==> config.mk <==
export PLATFORM = sky130hd
export DESIGN_NAME = dma_line_engine
export DESIGN_NICKNAME = d
export VERILOG_FILES = /design/src/rtl/dma_line_engine.sv
export SDC_FILE = /design/constraint.sdc
export NUM_CORES = 2
export LEC_CHECK = 0
export BUFFER_PORTS_ARGS = -buffer_cell sky130_fd_sc_hd__buf_2
export CORE_AREA = 2 2 462 464
export CTS_CLUSTER_SIZE = 30
export DETAILED_ROUTE_END_ITERATION = 8
export DIE_AREA = 0 0 464 466
export PLACE_DENSITY = 0.41
export REMOVE_ABC_BUFFERS = 1
export SETUP_SLACK_MARGIN = 0.02
export SLEW_MARGIN = 30
export SYNTH_ARGS = -nofsm -noshare
export SYNTH_HDL_FRONTEND = slang
export SYNTH_SLANG_ARGS = --single-unit
==> constraint.sdc <==
create_clock -name clk -period 9.25 [get_ports clk]
set_input_delay 0.4625 -clock clk [delete_from_list [all_inputs] [get_ports clk]]
set_output_delay 0.4625 -clock clk [all_outputs]
set_load 0.03 [all_outputs]
==> src/rtl/dma_line_engine.sv <==
// Bidirectional line DMA: moves LINE_W host lines to/from a WORD_W memory port,
// WORDS consecutive word accesses per line, with progress and done reporting.
module dma_line_engine #(
    parameter int unsigned LINE_W = 512,
    parameter int unsigned WORD_W = 32,
    parameter int unsigned ADDR_W = 32,
    parameter int unsigned CNT_W  = 16,
    parameter int unsigned RD_LAT = 2
) (
    input  logic              clk,
    input  logic              rst_n,
    input  logic              cfg_start,
    input  logic              cfg_abort,
    input  logic              cfg_dir,
    input  logic [ADDR_W-1:0] cfg_base,
    input  logic [CNT_W-1:0]  cfg_lines,
    output logic              busy,
    output logic              done,
    output logic [CNT_W-1:0]  lines_done,
    input  logic              h2m_empty,
    input  logic [LINE_W-1:0] h2m_data,
    output logic              h2m_rd_en,
    input  logic              m2h_full,
    output logic [LINE_W-1:0] m2h_data,
    output logic              m2h_wr_en,
    output logic              mem_en,
    output logic              mem_we,
    output logic [ADDR_W-1:0] mem_addr,
    output logic [WORD_W-1:0] mem_wdata,
    input  logic [WORD_W-1:0] mem_rdata
);

    localparam int unsigned WORDS = LINE_W / WORD_W;
    localparam int unsigned IDX_W = (WORDS > 1) ? $clog2(WORDS) : 1;
    localparam logic [ADDR_W-1:0] STRIDE = ADDR_W'(WORD_W / 8);
    localparam logic [IDX_W-1:0] LAST_IDX = IDX_W'(WORDS - 1);

    typedef enum logic [2:0] {
        StIdle,
        StH2mLoad,
        StH2mWr,
        StM2hRd,
        StM2hWait,
        StM2hPush,
        StDone
    } state_e;

    state_e            state_q;
    logic [CNT_W-1:0]  lines_q;
    logic [ADDR_W-1:0] addr_q;
    logic [IDX_W-1:0]  idx_q;
    logic [LINE_W-1:0] line_q;
    logic [RD_LAT-1:0] rd_vld_q;
    logic [IDX_W-1:0]  rd_idx_q [RD_LAT];

    logic [CNT_W-1:0]  lines_inc;
    logic              last_line;
    logic [IDX_W-1:0]  idx_inc;
    logic              ret_vld;
    logic [IDX_W-1:0]  ret_idx;

    assign lines_inc = lines_done + CNT_W'(1);
    assign last_line = (lines_inc == lines_q);
    assign idx_inc   = idx_q + IDX_W'(1);
    assign ret_vld   = rd_vld_q[RD_LAT-1];
    assign ret_idx   = rd_idx_q[RD_LAT-1];
    assign busy      = (state_q != StIdle);
    assign m2h_data  = line_q;

    // idx_q always names the word currently on the memory bus; addr_q is the next address.
    always_ff @(posedge clk or negedge rst_n) begin
        if (!rst_n) begin
            state_q    <= StIdle;
            lines_q    <= '0;
            addr_q     <= '0;
            idx_q      <= '0;
            line_q     <= '0;
            rd_vld_q   <= '0;
            for (int k = 0; k < RD_LAT; k++) rd_idx_q[k] <= '0;
            lines_done <= '0;
            done       <= 1'b0;
            h2m_rd_en  <= 1'b0;
            m2h_wr_en  <= 1'b0;
            mem_en     <= 1'b0;
            mem_we     <= 1'b0;
            mem_addr   <= '0;
            mem_wdata  <= '0;
        end else begin
            h2m_rd_en <= 1'b0;
            m2h_wr_en <= 1'b0;
            done      <= 1'b0;
            if (cfg_abort) begin
                state_q  <= StIdle;
                mem_en   <= 1'b0;
                mem_we   <= 1'b0;
                rd_vld_q <= '0;
            end else begin
                rd_vld_q[0] <= mem_en & ~mem_we;
                rd_idx_q[0] <= idx_q;
                for (int k = 1; k < RD_LAT; k++) begin
                    rd_vld_q[k] <= rd_vld_q[k-1];
                    rd_idx_q[k] <= rd_idx_q[k-1];
                end
                if (ret_vld) line_q[int'(ret_idx)*WORD_W +: WORD_W] <= mem_rdata;

                case (state_q)
                    StIdle: begin
                        if (cfg_start) begin
                            lines_q    <= cfg_lines;
                            lines_done <= '0;
                            addr_q     <= cfg_base;
                            idx_q      <= '0;
                            if (cfg_lines == '0) begin
                                state_q <= StDone;
                                done    <= 1'b1;
                            end else if (!cfg_dir) begin
                                state_q <= StH2mLoad;
                            end else begin
                                state_q  <= StM2hRd;
                                mem_en   <= 1'b1;
                                mem_we   <= 1'b0;
                                mem_addr <= cfg_base;
                                addr_q   <= cfg_base + STRIDE;
                            end
                        end
                    end
                    StH2mLoad: begin
                        if (!h2m_empty) begin
                            line_q    <= h2m_data;
                            h2m_rd_en <= 1'b1;
                            mem_en    <= 1'b1;
                            mem_we    <= 1'b1;
                            mem_addr  <= addr_q;
                            mem_wdata <= h2m_data[WORD_W-1:0];
                            addr_q    <= addr_q + STRIDE;
                            idx_q     <= '0;
                            state_q   <= StH2mWr;
                        end
                    end
                    StH2mWr: begin
                        if (idx_q == LAST_IDX) begin
                            mem_en     <= 1'b0;
                            mem_we     <= 1'b0;
                            lines_done <= lines_inc;
                            if (last_line) begin
                                state_q <= StDone;
                                done    <= 1'b1;
                            end else begin
                                state_q <= StH2mLoad;
                            end
                        end else begin
                            idx_q     <= idx_inc;
                            mem_addr  <= addr_q;
                            mem_wdata <= line_q[int'(idx_inc)*WORD_W +: WORD_W];
                            addr_q    <= addr_q + STRIDE;
                        end
                    end
                    StM2hRd: begin
                        if (idx_q == LAST_IDX) begin
                            mem_en  <= 1'b0;
                            state_q <= StM2hWait;
                        end else begin
                            idx_q    <= idx_inc;
                            mem_addr <= addr_q;
                            addr_q   <= addr_q + STRIDE;
                        end
                    end
                    StM2hWait: begin
                        // Returns arrive in issue order, so the last index closes the line.
                        if (ret_vld && ret_idx == LAST_IDX) state_q <= StM2hPush;
                    end
                    StM2hPush: begin
                        if (!m2h_full) begin
                            m2h_wr_en  <= 1'b1;
                            lines_done <= lines_inc;
                            if (last_line) begin
                                state_q <= StDone;
                                done    <= 1'b1;
                            end else begin
                                state_q  <= StM2hRd;
                                idx_q    <= '0;
                                mem_en   <= 1'b1;
                                mem_we   <= 1'b0;
                                mem_addr <= addr_q;
                                addr_q   <= addr_q + STRIDE;
                            end
                        end
                    end
                    StDone: begin
                        state_q <= StIdle;
                    end
                    default: begin
                        state_q <= StIdle;
                    end
                endcase
            end
        end
    end

endmodule

==> metrics.yaml <==
status:
  status: "finished clean"
routing:
  vias_per_cell: 5.213
  wirelength_um: 289900
  detail-route-antenna-nets: 0
  wl_per_cell_um: 38.11
  first_iter_violations: 4490
  num_vias: 39658
  dr.pass1.iters: 5
  post-route-drc-count: 0
cells_and_area:
  final_util_pct: 23.66
  drive_above_1_share_pct: 34.97
  final_common_cell: "buf_2"
  fin_area_mm2: 0.04998
  fillCellCount: 23200
  seq_area_mm2: 0.01657
  syn_to_final_growth_pct: 35.92
  nets: 5287
  layout_common_cells: "1194 x buf_2, 661 x dfrtp_1, 581 x o22a_1, 416 x nand2_1, 324 x nor2_1"
  multi_input_area_mm2: 0.01895
clock_network:
  hold_buffers: 96
  cts_max_level: 3
  clockBufferDepth: 3
  cts_made_buffers: 92
  clock_sinks: 662
  clock_latency_ps: 730
  path_clk_slew_ps: 60
  cts_resized: 0
  root_buffer: "clkbuf_16"
  cts_tree: "yes"
  cts_setup_buffers: 0
worst_setup_path:
  cp_max_fo: 30
  cp_slowest_stage_delay_ps: 610
  critPathLaunchType: "register"
  required_ps: 9900
  cp.arrival_ps: 5230
  endpoint_kind: "register"
  cp_slowest_cell: "buf_4"
  worstPathCellList: "inv_1, ha_1, nand2b_1, a211oi_1, nand4_1, nor3_2, buf_4, nor2_1, nor2_4, buf_4, o22a_1"
  worst_path_dominant_cell_family: "buffers and inverters"
  crit_type: "reg -> reg"
  crit_top_cell: "buf_4"
  critical_path_buf_inv_count: 3
floorplanning:
  start_util_pct: 17.41
  die-area_mm2: 0.2162
  io_pins: 1197
  rows: 169
  die_w_um: 464
  core-area_mm2: 0.2112
  die_y_um: 466
global_route:
  globalRouteOverflowTotal: 0
  grt_pass1_wl_um: 379600
  grt_pass1_vias: 39477
  grt_use_total_pct: 25.79
  grt_max_degree: 167
  antenna_found_initial: 77
timing:
  tightest_slew_ps: 1174
  slew_violations: 0
  min_period_ps: 4576
  period_share_pct: 49.47
  slew_headroom_pct: 21.74
  setup_viol: 0
  worst_clock_skew_ps: 39.01
  rsz0062_at_grt: "false"
  final-hold-violation-count: 0
  max_freq_ghz: 0.2185
synthesis:
  synth_seq_cells: 662
  ys_warn_count: 0
  syn-cell-area_mm2: 0.03677
  async_flop_share_pct: 100.0
  synth_edf_count: 0
  syn_area_per_cell_um2: 10.19
  ys_seq_area_share_pct: 45.05
  syn_inst: 3610
  synth_ff_type: "dfrtp_1"
  synth_cell_types: 67
power:
  power_density_mw_per_mm2: 424.0
  p_leak_nw: 20.17
  ir_worst_vdd_mv: 0.2618
run:
  max_cap_violations: 0
placed_design:
  post_dp_cell_area_mm2: 0.04588
  gp_congestion: 0.9375
  port_buffers: 1196
  hpwl_um: 209400
worst_hold_path:
  hold_class: "in -> reg"
==> logic make-up after synthesis <==
kind of cell	synth area share, %
AO/OA/AOI/OAI	25.53
AND/OR/NAND/NOR	10.97
flip-flops	45.05
buffers and inverters	4.454
multiplexers	12.59
XOR/XNOR	1.167
adder cells (fa/ha/maj)	0.2382
==> state kept, by name (all words and copies together) (netlist names) <==
signal	flops
mem_en	1
mem_addr	32
ret_idx	4
idx_q	4
done	1
h2m_rd_en	1
m2h_wr_en	1
mem_we	1
addr_q	32
m2h_data	512
lines_done	16
rd_vld_q	2
lines_q	16
mem_wdata	32
state_q	3
rd_idx_q	4
==> routing by layer <==
| metal | routed length, um | track usage (%) | part of all wire, % | vias to the layer above |
|---|---|---|---|---|
| met3 | 24730 | 7.038 | 8.5 | 539 |
| met5 | 316 | 0 | 0.11 | - |
| met2 | 134000 | 41.54 | 46 | 2362 |
| met4 | 14880 | 11.82 | 5.1 | 50 |
| met1 | 116000 | 32.03 | 40 | 20656 |
| li1 | - | - | - | 16051 |
==> per-stage QoR <==
step | setup TNS, ps | instances | hold slack, ps | setup slack (ps) | power, W
after floorplan | -2740590 | 3208 | 166.9 | -9094 | 0.01259
after global placement | 0 | 7308 | 450.6 | 4772 | 0.01746
after detailed placement | 0 | 7308 | 454.9 | 4749 | 0.01752
after CTS | 0 | 7561 | 0.8835 | 4710 | 0.02127
after global routing | 0 | 7590 | 38.39 | 4497 | 0.02201
final | 0 | 7608 | 82.17 | 4674 | 0.02119
==> power breakdown <==
group	switching, W	total, W	internal, W
combinational	0.00763	0.0115	0.00385
clock	0.00155	0.00362	0.00207
sequential	0.00183	0.00609	0.00427
total	0.0110	0.0212	0.0102
==> cell usage after synthesis, types with 4 or more instances <==
master / count / area share, %
buf_1: 23 / 0.23
a32oi_1: 72 / 1.7
o211ai_1: 4 / 0.082
and2_1: 12 / 0.20
o22a_1: 581 / 14
o21bai_1: 5 / 0.10
clkbuf_2: 18 / 0.25
and3_1: 15 / 0.26
dfrtp_1: 662 / 45
and4_1: 6 / 0.14
xor2_1: 19 / 0.45
mux4_2: 160 / 9.8
inv_1: 25 / 0.26
xnor2_1: 30 / 0.71
buf_2: 10 / 0.14
nand2b_1: 7 / 0.12
nor2_1: 340 / 3.5
o21ai_0: 176 / 2.4
a2bb2oi_1: 13 / 0.31
nand2_1: 419 / 4.3
nor4_1: 10 / 0.17
ha_1: 7 / 0.24
mux2i_1: 36 / 0.98
mux2_2: 29 / 0.89
a211oi_1: 7 / 0.14
nor3_1: 41 / 0.56
o22ai_1: 8 / 0.14
o41ai_1: 4 / 0.095
o31ai_1: 17 / 0.35
a31oi_1: 270 / 4.6
or3_1: 9 / 0.15
clkbuf_1: 351 / 3.6
nand3_1: 43 / 0.59
mux2_1: 30 / 0.92
nor2b_1: 10 / 0.17
a21oi_1: 45 / 0.61
or4_1: 4 / 0.082
a22oi_1: 21 / 0.43
nand4_1: 29 / 0.49
==> final cells by class <==
type	instances	share of cell area, %
inverters	25	0.1878
diodes	43	0.2153
multi-input cells	2521	37.91
repair buffers	1379	15.64
flip-flops and latches	662	33.16
clock buffers	140	5.453
well taps	2821	7.063
clock inverters	17	0.3755
==> tightest hold or removal path, stage by stage <==
cell and delay, ps:
buf_2 80, a32oi_1 80, o21ai_0 140
==> worst paths after layout <==
kind | end | depth (start not counted) | start | slack (ps)
max | m2h_data[148] | 11 | ret_idx[0] | 4670
min reg2reg | rd_vld_q[1] | 1 | rd_vld_q[0] | 460
max reg2reg | m2h_data[148] | 11 | ret_idx[0] | 4670
max in group asynchronous | h2m_rd_en | 5 | rst_n | 6680
min | m2h_data[361] | 3 | h2m_data[361] | 80
min in group asynchronous | mem_addr[9] | 2 | rst_n | 270
Note: power is estimated with default switching activity, not from simulation.
